==> src/rtl/kalman_gain_pkg.sv <==
// Shared types and helpers for the sequential Kalman gain MAC (K = P_pred * S_inv).
// Supports DWIDTH up to MAX_DW bits.
package kalman_gain_pkg;

    typedef enum logic [2:0] {
        ST_IDLE,
        ST_FETCH,
        ST_DRAIN,
        ST_WRITE,
        ST_DONE
    } state_e;

    localparam int unsigned MAX_DW    = 64;
    localparam int unsigned MAX_ACC_W = 2 * MAX_DW + 17;

    function automatic int unsigned idx_w(input int unsigned x);
        return (x > 1) ? $clog2(x) : 1;
    endfunction

    function automatic int unsigned acc_w(input int unsigned dw, input int unsigned m);
        return 2 * dw + $clog2(m) + 1;
    endfunction

    // Result layout: bit MAX_DW is the saturation flag, low dwidth bits are the word.
    function automatic logic [MAX_DW:0] round_sat(input logic signed [MAX_ACC_W-1:0] acc,
                                                  input int unsigned dwidth,
                                                  input int unsigned frac);
        logic signed [MAX_ACC_W-1:0] one;
        logic signed [MAX_ACC_W-1:0] rounded;
        logic signed [MAX_ACC_W-1:0] hi;
        logic signed [MAX_ACC_W-1:0] lo;
        logic [MAX_DW:0]             res;
        one     = MAX_ACC_W'(1);
        rounded = (acc + (one <<< (frac - 1))) >>> frac;
        hi      = (one <<< (dwidth - 1)) - one;
        lo      = -(one <<< (dwidth - 1));
        res     = '0;
        if (rounded > hi) begin
            res[MAX_DW]     = 1'b1;
            res[MAX_DW-1:0] = hi[MAX_DW-1:0];
        end else if (rounded < lo) begin
            res[MAX_DW]     = 1'b1;
            res[MAX_DW-1:0] = lo[MAX_DW-1:0];
        end else begin
            res[MAX_DW-1:0] = rounded[MAX_DW-1:0];
        end
        return res;
    endfunction

endpackage

==> src/rtl/kalman_gain_seq_mac_fx_mac.sv <==
// Signed multiply-accumulate: the full-width product is loaded or added into
// the accumulator register on each enabled cycle.
module fx_mac #(
    parameter int unsigned DWIDTH = 32,
    parameter int unsigned ACC_W  = 2 * DWIDTH + 1
) (
    input  logic                     clk,
    input  logic                     rst_n,
    input  logic                     en,
    input  logic                     load,
    input  logic signed [DWIDTH-1:0] a,
    input  logic signed [DWIDTH-1:0] b,
    output logic signed [ACC_W-1:0]  acc
);

    logic signed [2*DWIDTH-1:0] prod;
    logic signed [ACC_W-1:0]    acc_d;
    logic signed [ACC_W-1:0]    acc_q;

    always_comb begin
        prod  = (2 * DWIDTH)'(a) * (2 * DWIDTH)'(b);
        acc_d = acc_q;
        if (en) begin
            acc_d = load ? ACC_W'(prod) : acc_q + ACC_W'(prod);
        end
    end

    always_ff @(posedge clk or negedge rst_n) begin
        if (!rst_n) begin
            acc_q <= '0;
        end else begin
            acc_q <= acc_d;
        end
    end

    assign acc = acc_q;

endmodule

==> src/rtl/kalman_gain_seq_mac.sv <==
// Kalman gain K = P_pred * S_inv over the first M state columns, one element at a
// time on a single MAC; operands via 1-cycle read ports, results via ready/valid.
module kalman_gain_seq_mac
    import kalman_gain_pkg::*;
#(
    parameter int unsigned DWIDTH = 32,
    parameter int unsigned FRAC   = 16,
    parameter int unsigned N      = 12,
    parameter int unsigned M      = 6
) (
    input  logic                  clk,
    input  logic                  rst_n,
    input  logic                  start,
    input  logic                  abort,
    output logic                  busy,
    output logic                  done,
    output logic                  ovf,
    output logic                  p_rd_en,
    output logic [idx_w(N)-1:0]   p_rd_row,
    output logic [idx_w(M)-1:0]   p_rd_col,
    input  logic [DWIDTH-1:0]     p_rd_data,
    output logic                  s_rd_en,
    output logic [idx_w(M)-1:0]   s_rd_row,
    output logic [idx_w(M)-1:0]   s_rd_col,
    input  logic [DWIDTH-1:0]     s_rd_data,
    output logic                  k_wr_valid,
    input  logic                  k_wr_ready,
    output logic [idx_w(N)-1:0]   k_wr_row,
    output logic [idx_w(M)-1:0]   k_wr_col,
    output logic [DWIDTH-1:0]     k_wr_data
);

    localparam int unsigned RW = idx_w(N);
    localparam int unsigned CW = idx_w(M);
    localparam int unsigned AW = acc_w(DWIDTH, M);

    state_e             state_q, state_d;
    logic [RW-1:0]      i_q, i_d;
    logic [CW-1:0]      j_q, j_d;
    logic [CW-1:0]      k_q, k_d;
    logic               ovf_q, ovf_d;
    logic               fetch_q, fetch_d;
    logic               first_q, first_d;
    logic signed [AW-1:0] acc;
    logic [MAX_DW:0]    rs;
    logic               unused_rs;
    logic [DWIDTH-1:0]  wr_data;
    logic               wr_sat;

    fx_mac #(
        .DWIDTH (DWIDTH),
        .ACC_W  (AW)
    ) u_mac (
        .clk   (clk),
        .rst_n (rst_n),
        .en    (fetch_q),
        .load  (first_q),
        .a     ($signed(p_rd_data)),
        .b     ($signed(s_rd_data)),
        .acc   (acc)
    );

    always_comb begin
        state_d    = state_q;
        i_d        = i_q;
        j_d        = j_q;
        k_d        = k_q;
        ovf_d      = ovf_q;
        // Read data returns one cycle after the strobe, so MAC control lags by one.
        fetch_d    = (state_q == ST_FETCH);
        first_d    = (state_q == ST_FETCH) && (k_q == '0);
        rs         = round_sat(MAX_ACC_W'(acc), DWIDTH, FRAC);
        unused_rs  = ^rs;
        wr_data    = rs[DWIDTH-1:0];
        wr_sat     = rs[MAX_DW];
        p_rd_en    = 1'b0;
        s_rd_en    = 1'b0;
        p_rd_row   = '0;
        p_rd_col   = '0;
        s_rd_row   = '0;
        s_rd_col   = '0;
        k_wr_valid = 1'b0;
        k_wr_row   = '0;
        k_wr_col   = '0;
        k_wr_data  = '0;
        done       = 1'b0;
        busy       = (state_q != ST_IDLE);

        case (state_q)
            ST_IDLE: begin
                if (start && !abort) begin
                    state_d = ST_FETCH;
                    ovf_d   = 1'b0;
                    i_d     = '0;
                    j_d     = '0;
                    k_d     = '0;
                end
            end
            ST_FETCH: begin
                p_rd_en  = 1'b1;
                s_rd_en  = 1'b1;
                p_rd_row = i_q;
                p_rd_col = k_q;
                s_rd_row = k_q;
                s_rd_col = j_q;
                if (k_q == CW'(M - 1)) begin
                    k_d     = '0;
                    state_d = ST_DRAIN;
                end else begin
                    k_d = k_q + 1'b1;
                end
            end
            ST_DRAIN: state_d = ST_WRITE;
            ST_WRITE: begin
                k_wr_valid = 1'b1;
                k_wr_row   = i_q;
                k_wr_col   = j_q;
                k_wr_data  = wr_data;
                if (wr_sat) ovf_d = 1'b1;
                if (k_wr_ready) begin
                    state_d = ST_FETCH;
                    if (j_q == CW'(M - 1)) begin
                        j_d = '0;
                        if (i_q == RW'(N - 1)) begin
                            i_d     = '0;
                            state_d = ST_DONE;
                        end else begin
                            i_d = i_q + 1'b1;
                        end
                    end else begin
                        j_d = j_q + 1'b1;
                    end
                end
            end
            ST_DONE: begin
                done    = 1'b1;
                state_d = ST_IDLE;
            end
            default: state_d = ST_IDLE;
        endcase

        // Abort overrides everything, including the write handshake; ovf is retained.
        if (abort && state_q != ST_IDLE) begin
            state_d = ST_IDLE;
            i_d     = '0;
            j_d     = '0;
            k_d     = '0;
            ovf_d   = ovf_q;
        end
    end

    always_ff @(posedge clk or negedge rst_n) begin
        if (!rst_n) begin
            state_q <= ST_IDLE;
            i_q     <= '0;
            j_q     <= '0;
            k_q     <= '0;
            ovf_q   <= 1'b0;
            fetch_q <= 1'b0;
            first_q <= 1'b0;
        end else begin
            state_q <= state_d;
            i_q     <= i_d;
            j_q     <= j_d;
            k_q     <= k_d;
            ovf_q   <= ovf_d;
            fetch_q <= fetch_d;
            first_q <= first_d;
        end
    end

    assign ovf = ovf_q;

endmodule

==> config.mk <==
export PLATFORM = sky130hd
export DESIGN_NAME = kalman_gain_seq_mac
export DESIGN_NICKNAME = d
export VERILOG_FILES = /design/src/rtl/kalman_gain_pkg.sv /design/src/rtl/kalman_gain_seq_mac_fx_mac.sv /design/src/rtl/kalman_gain_seq_mac.sv
export SDC_FILE = /design/constraint.sdc
export NUM_CORES = 2
export LEC_CHECK = 0
export ABC_AREA = 1
export ABC_CLOCK_PERIOD_IN_PS = 3900
export CAP_MARGIN = 20
export CELL_PAD_IN_SITES_DETAIL_PLACEMENT = 1
export CELL_PAD_IN_SITES_GLOBAL_PLACEMENT = 2
export CORE_ASPECT_RATIO = 1.75
export CORE_UTILIZATION = 42
export DETAILED_ROUTE_END_ITERATION = 10
export PLACE_DENSITY = 0.89
export SETUP_SLACK_MARGIN = 0.4
export SYNTH_ARGS = -nofsm -noshare
export SYNTH_HDL_FRONTEND = slang
export SYNTH_SLANG_ARGS = --single-unit
==> constraint.sdc <==
create_clock -name clk -period 3.9 [get_ports clk]
set_input_delay 0.78 -clock clk [delete_from_list [all_inputs] [get_ports clk]]
set_output_delay 0.78 -clock clk [all_outputs]
set_load 0.05 [all_outputs]
==> impl_metrics.prom, run 1 <==
# TYPE chip_impl_metric gauge
chip_impl_info{name="status",value="aborted with a tool error"} 1
chip_impl_info{name="last-stage-reached",value="global routing (5_1_grt)"} 1
chip_impl_info{name="error",value="[ERROR GRT-0116] Global routing finished with congestion. Check the congestion regions in the DRC Viewer."} 1
chip_impl_metric{name="synthesis.area",unit="µm²"} 49100
chip_impl_metric{name="synth_warnings",unit=""} 0
chip_impl_metric{name="pin_count_of_the_biggest_net_entering_global_routing",unit=""} 45
chip_impl_metric{name="proportion_of_register_bits_with_asynchronous_set_or_reset_after_synthesis",unit="%"} 100
chip_impl_metric{name="dpl_worst_slack",unit="ns"} -7.69
chip_impl_info{name="synth-main-ff-cell",value="dfrtp_1"} 1
chip_impl_metric{name="avgSynthCellArea",unit="µm²"} 7.32
chip_impl_metric{name="sequential_fraction_of_the_synthesis_area",unit="%"} 4.28
chip_impl_metric{name="vias_in_the_first_global_route",unit=""} 71600
chip_impl_metric{name="port_buffers",unit=""} 126
chip_impl_metric{name="std_cell_rows",unit=""} 165
chip_impl_metric{name="floorplan.die.height",unit="µm"} 455
chip_impl_metric{name="post_synth_inst_count",unit=""} 6714
chip_impl_metric{name="ys_seq_elements",unit=""} 84
chip_impl_metric{name="cts-root-to-sink-buffers",unit=""} 2
chip_impl_metric{name="synth.lib_cells_used.distinct",unit=""} 51
chip_impl_metric{name="clock_tree.htree_level_count",unit=""} 3
chip_impl_metric{name="tritoncts.num_buffers",unit=""} 9
chip_impl_metric{name="floorplan.initialDensity",unit="%"} 42.4
chip_impl_metric{name="synth_fp_nets",unit=""} 8125
chip_impl_metric{name="synth-edff-count",unit=""} 0
chip_impl_info{name="root_buf_cell",value="clkbuf_16"} 1
chip_impl_metric{name="cts-hold-fix-buffers",unit=""} 0
chip_impl_metric{name="top_level_ports",unit=""} 127
chip_impl_metric{name="clock_sink_count",unit=""} 84
chip_impl_metric{name="gp_congestion",unit=""} 1.04
chip_impl_metric{name="grt_util_all_layers",unit="%"} 63.1
chip_impl_metric{name="die_width",unit="µm"} 261
chip_impl_metric{name="hpwlAfterDp",unit="µm"} 203000
chip_impl_metric{name="grt_overflow",unit=""} 38
chip_impl_metric{name="wire_length_of_the_first_global_routing_pass",unit="µm"} 530000
==> stage by stage <==
stage          cell area (µm²)  setup TNS (ns)  hold slack (ns)  std cells
3_5_place_dp             64500         -379.10            0.437       9366
2_1_floorplan            51600         -232.87            0.412       6714
3_3_place_gp             64500         -368.45            0.417       9366
4_1_cts                  70900         -318.38            0.413       9629
==> Yosys cell counts (6+ instances only) <==
cell | instances | share of area, %
a21boi_0 | 8 | 0.12
and2_1 | 8 | 0.10
nand2_1 | 1724 | 13
xor2_1 | 68 | 1.2
nand4_1 | 55 | 0.70
clkbuf_1 | 217 | 1.7
nand3_1 | 199 | 2.0
fa_1 | 1083 | 44
o21ai_1 | 6 | 0.061
ha_1 | 259 | 6.6
buf_6 | 6 | 0.14
a31oi_1 | 21 | 0.27
nor4_1 | 12 | 0.15
o211ai_1 | 19 | 0.29
xnor2_1 | 30 | 0.53
or2_2 | 16 | 0.20
nor2_2 | 11 | 0.14
a21oi_1 | 232 | 2.4
nor2_1 | 476 | 3.6
inv_1 | 1832 | 14
inv_2 | 7 | 0.053
nand3b_1 | 10 | 0.15
o21ai_2 | 31 | 0.55
o21ai_0 | 195 | 2.0
o21bai_1 | 10 | 0.15
o21a_1 | 11 | 0.17
a21o_1 | 17 | 0.26
dfrtp_1 | 84 | 4.3
nor3_1 | 23 | 0.23
nand2_2 | 6 | 0.076
==> timing repair <==
item                                    4_1_cts
gates resized for setup                    1116
setup buffers                               210
endpoints found under the setup margin       97
cloned                                       37
pin swaps                                   420
==> per-layer routing <==
layer,track usage [%],overflow
met3,41.6,1
met4,66.2,18
met1,57.4,0
met2,88.9,19
met5,16.3,0
==> kinds of logic after synthesis <==
| family | count (synthesis) | synth area share, % |
|---|---|---|
| compound gates | 562 | 6.43 |
| xor+xnor | 98 | 1.75 |
| fa+ha+maj | 1342 | 50.7 |
| buf+inv | 2074 | 16.0 |
| flops | 84 | 4.28 |
| simple gates | 2554 | 20.9 |
==> run 2: changes to the inputs <==
- CELL_PAD_IN_SITES_DETAIL_PLACEMENT: 1 -> default
- CELL_PAD_IN_SITES_GLOBAL_PLACEMENT: 2 -> default
- CORE_ASPECT_RATIO: 1.75 -> default
- CORE_UTILIZATION: 42 -> 30
- PLACE_DENSITY: 0.89 -> default
- PLACE_DENSITY_LB_ADDON: default -> 0.15
- SETUP_SLACK_MARGIN: 0.4 -> default
==> run 2 against run 1 <==
- the flow now finishes, with violations (setup timing)
- synthesized cell count did not move
- synthesized area stayed put
==> impl_metrics.prom, run 2 <==
# TYPE chip_impl_metric gauge
chip_impl_info{name="cts_tree",value="yes"} 1
chip_impl_metric{name="floorplan.die_area",unit="µm²"} 165000
chip_impl_metric{name="avgSynthCellArea",unit="µm²"} 7.32
chip_impl_metric{name="clock_sink_count",unit=""} 84
chip_impl_metric{name="die_width",unit="µm"} 407
chip_impl_metric{name="post_synth_inst_count",unit=""} 6714
chip_impl_metric{name="sequential_fraction_of_the_synthesis_area",unit="%"} 4.28
chip_impl_metric{name="drt_first_pass_iters",unit=""} 5
chip_impl_metric{name="wire_length_of_the_first_global_routing_pass",unit="µm"} 316000
chip_impl_info{name="layout_common_cells",value="1,659 x inv_1, 1,495 x nand2_1, 1,075 x buf_4"} 1
chip_impl_info{name="synth_largest_area_cell",value="fa_1"} 1
chip_impl_metric{name="design.core.area",unit="µm²"} 163000
chip_impl_metric{name="antenna_cells_inserted",unit=""} 0
chip_impl_metric{name="floorplan.initialDensity",unit="%"} 30.2
chip_impl_metric{name="final-hold-violation-count",unit=""} 0
chip_impl_metric{name="tritoncts.num_buffers",unit=""} 9
chip_impl_metric{name="largest_reg_flops",unit=""} 68
chip_impl_metric{name="synth_to_final_area_change",unit="%"} 50.0
chip_impl_metric{name="synth.lib_cells_used.distinct",unit=""} 51
chip_impl_metric{name="dr_total_vias",unit=""} 47300
chip_impl_metric{name="synth-edff-count",unit=""} 0
chip_impl_info{name="kind_of_end_point_of_the_critical_path",value="flop"} 1
chip_impl_info{name="critical_path.top_delay_family",value="adder cells"} 1
chip_impl_metric{name="synth_warnings",unit=""} 0
chip_impl_metric{name="cts-hold-fix-buffers",unit=""} 0
chip_impl_metric{name="detail_route.wirelength",unit="µm"} 206000
chip_impl_metric{name="synthesis.area",unit="µm²"} 49100
chip_impl_metric{name="worst_setup_hold_path_clk_slew",unit="ns"} 0.09
chip_impl_metric{name="antenna_violating_nets_post_route",unit=""} 0
chip_impl_metric{name="setup_viol",unit=""} 95
chip_impl_metric{name="cts-root-to-sink-buffers",unit=""} 2
chip_impl_metric{name="grt_antenna_before_repair",unit=""} 2
chip_impl_info{name="root_buf_cell",value="clkbuf_16"} 1
chip_impl_metric{name="fmaxAchievable",unit="MHz"} 112
chip_impl_metric{name="top_level_ports",unit=""} 127
chip_impl_metric{name="post-route-drc-count",unit=""} 0
chip_impl_info{name="cells_taking_the_most_area_after_synthesis",value="fa_1 44%, inv_1 14%, nand2_1 13%"} 1
chip_impl_info{name="final_common_cell",value="inv_1"} 1
chip_impl_metric{name="detail_route.vias_per_cell",unit=""} 4.65
chip_impl_metric{name="proportion_of_register_bits_with_asynchronous_set_or_reset_after_synthesis",unit="%"} 100
chip_impl_metric{name="clock_tree.htree_level_count",unit=""} 3
chip_impl_metric{name="port_buffers",unit=""} 126
chip_impl_info{name="yosys-top-cells-count",value="1,832 x inv_1, 1,724 x nand2_1, 1,083 x fa_1"} 1
chip_impl_metric{name="layout_setup_ws",unit="ns"} -5.07
chip_impl_metric{name="timing_worst_slew_pin_value",unit="ns"} 0.720
chip_impl_metric{name="gp_congestion",unit=""} 0.972
chip_impl_info{name="setup.worst_path.class",value="primary input to flop"} 1
chip_impl_metric{name="report.final.slew_viol_count",unit=""} 0
chip_impl_metric{name="routed_wire_length_per_instance",unit="µm"} 20.2
chip_impl_metric{name="finalCriticalPeriod",unit="ns"} 8.97
chip_impl_metric{name="ys_seq_elements",unit=""} 84
chip_impl_metric{name="vias_in_the_first_global_route",unit=""} 50900
chip_impl_metric{name="drt_iter0_markers",unit=""} 2653
chip_impl_info{name="failed_checks",value="setup timing"} 1
chip_impl_metric{name="fillcell_total",unit=""} 16000
chip_impl_info{name="most_instantiated_library_cell_after_synthesis",value="inv_1"} 1
chip_impl_info{name="synth-main-ff-cell",value="dfrtp_1"} 1
chip_impl_info{name="critical_path.slowest_cell",value="fa_1"} 1
chip_impl_info{name="timing.critical_path.from_type",value="primary input"} 1
chip_impl_metric{name="crit_buf_inv",unit=""} 25
chip_impl_metric{name="slowest_delay",unit="ns"} 0.58
chip_impl_metric{name="drive_gt1_share",unit="%"} 35.4
chip_impl_metric{name="worst_skew_late_latency",unit="ns"} 0.40
chip_impl_metric{name="grt_util_all_layers",unit="%"} 25.6
chip_impl_metric{name="pin_count_of_the_biggest_net_entering_global_routing",unit=""} 50
chip_impl_metric{name="floorplan.die.height",unit="µm"} 407
chip_impl_metric{name="slew_hr",unit="%"} 52.0
chip_impl_metric{name="hpwlAfterDp",unit="µm"} 161000
chip_impl_info{name="worstHoldPathType",value="primary input to async pin"} 1
chip_impl_metric{name="dpl_worst_slack",unit="ns"} -6.86
chip_impl_metric{name="critical_path_peak_fanout",unit=""} 8
chip_impl_metric{name="grt_overflow",unit=""} 0
chip_impl_info{name="rsz0062_at_grt",value="yes"} 1
chip_impl_metric{name="min_period_over_period",unit="%"} 230
chip_impl_metric{name="max_cap_violation_count",unit=""} 0
chip_impl_info{name="status",value="complete, but fails checks"} 1
chip_impl_metric{name="synth.top_cell.area_share",unit="%"} 44.1
chip_impl_metric{name="fin_nets",unit=""} 9416
chip_impl_info{name="crit_path_frequent_cell",value="buf_4"} 1
chip_impl_metric{name="std_cell_rows",unit=""} 148
chip_impl_metric{name="worst-endpoint-required",unit="ns"} 4.19
chip_impl_metric{name="synth_fp_nets",unit=""} 8125
chip_impl_metric{name="fin_worst_skew",unit="ns"} 0.0196
chip_impl_metric{name="timing.critical_path.arrival",unit="ns"} 9.26
run 2: kinds of logic after synthesis:
| family | synth area share, % |
|---|---|
| simple gates | 20.9 |
| buf+inv | 16.0 |
| fa+ha+maj | 50.7 |
| compound gates | 6.43 |
| xor+xnor | 1.75 |
| flops | 4.28 |
run 2: repair_timing:
item / CTS / global route
pin swaps: 500 / 380
gates resized for setup: 1448 / 452
setup buffers: 259 / 71
endpoints found under the setup margin: 97 / 97
cloned: 56 / 3
run 2: layer usage:
layer	wire, µm	GRT usage (%)
met4	8250	8.30
met5	14	0
met3	7280	1.80
met1	88900	33.4
met2	102000	44.6
run 2: per-stage QoR:
step | hold WS (ns) | std cells | instance area [µm²] | util, % | setup TNS [ns]
global placement | 0.437 | 9796 | 63200 | 38.8 | -356.06
CTS | 0.449 | 10100 | 71700 | 44.0 | -287.31
floorplan | 0.412 | 6714 | 51500 | - | -232.92
global route | 0.478 | 10200 | 73700 | 45.3 | -305.10
detailed placement | 0.423 | 9796 | 63200 | 38.8 | -352.44
finish | 0.450 | 10200 | 73700 | 45.3 | -281.70
run 2: worst register-to-register path, stage by stage (launching register included):
cell,delay (ns)
dfrtp_1,0.39
ha_1,0.30
fa_1,0.43
nand3_1,0.09
nand2_1,0.08
nand2_1,0.07
nand2_1,0.12
nand3_1,0.13
nand2_2,0.13
buf_4,0.18
buf_4,0.12
inv_2,0.08
o21ai_4,0.09
nand2_1,0.13
nand3_1,0.10
nand2_1,0.07
nand3_1,0.08
nand3_2,0.14
o21ai_0,0.11
run 2: final timing paths:
path	startpoint	end	slack (ns)	cells past startpoint
min	rst_n	u_mac.acc[50]	0.45	1
max reg2reg	u_mac.acc[0]	u_mac.acc[56]	0.91	18
max	p_rd_data[31]	u_mac.acc[60]	-5.07	46
max in group asynchronous	rst_n	u_mac.acc[37]	2.67	2
min reg2reg	k_q[1]	first_q	0.45	1
min in group clk	k_q[1]	first_q	0.45	1
run 2: area by class of cell:
class                   count  area, µm²  share of cell area [%]
multi-input cells        4556      46100                    62.5
repair buffers           1514      15500                    21.0
inverters                1840       6960                    9.44
well taps                2175       2720                    3.69
flip-flops and latches     84       2130                    2.89
clock buffers               9        225                   0.305
clock inverters             6       73.8                   0.100
Power of run 2 is left out: the tool's default activity adds up to more than one toggle a clock period on the data nets, which glitch-free logic cannot reach.
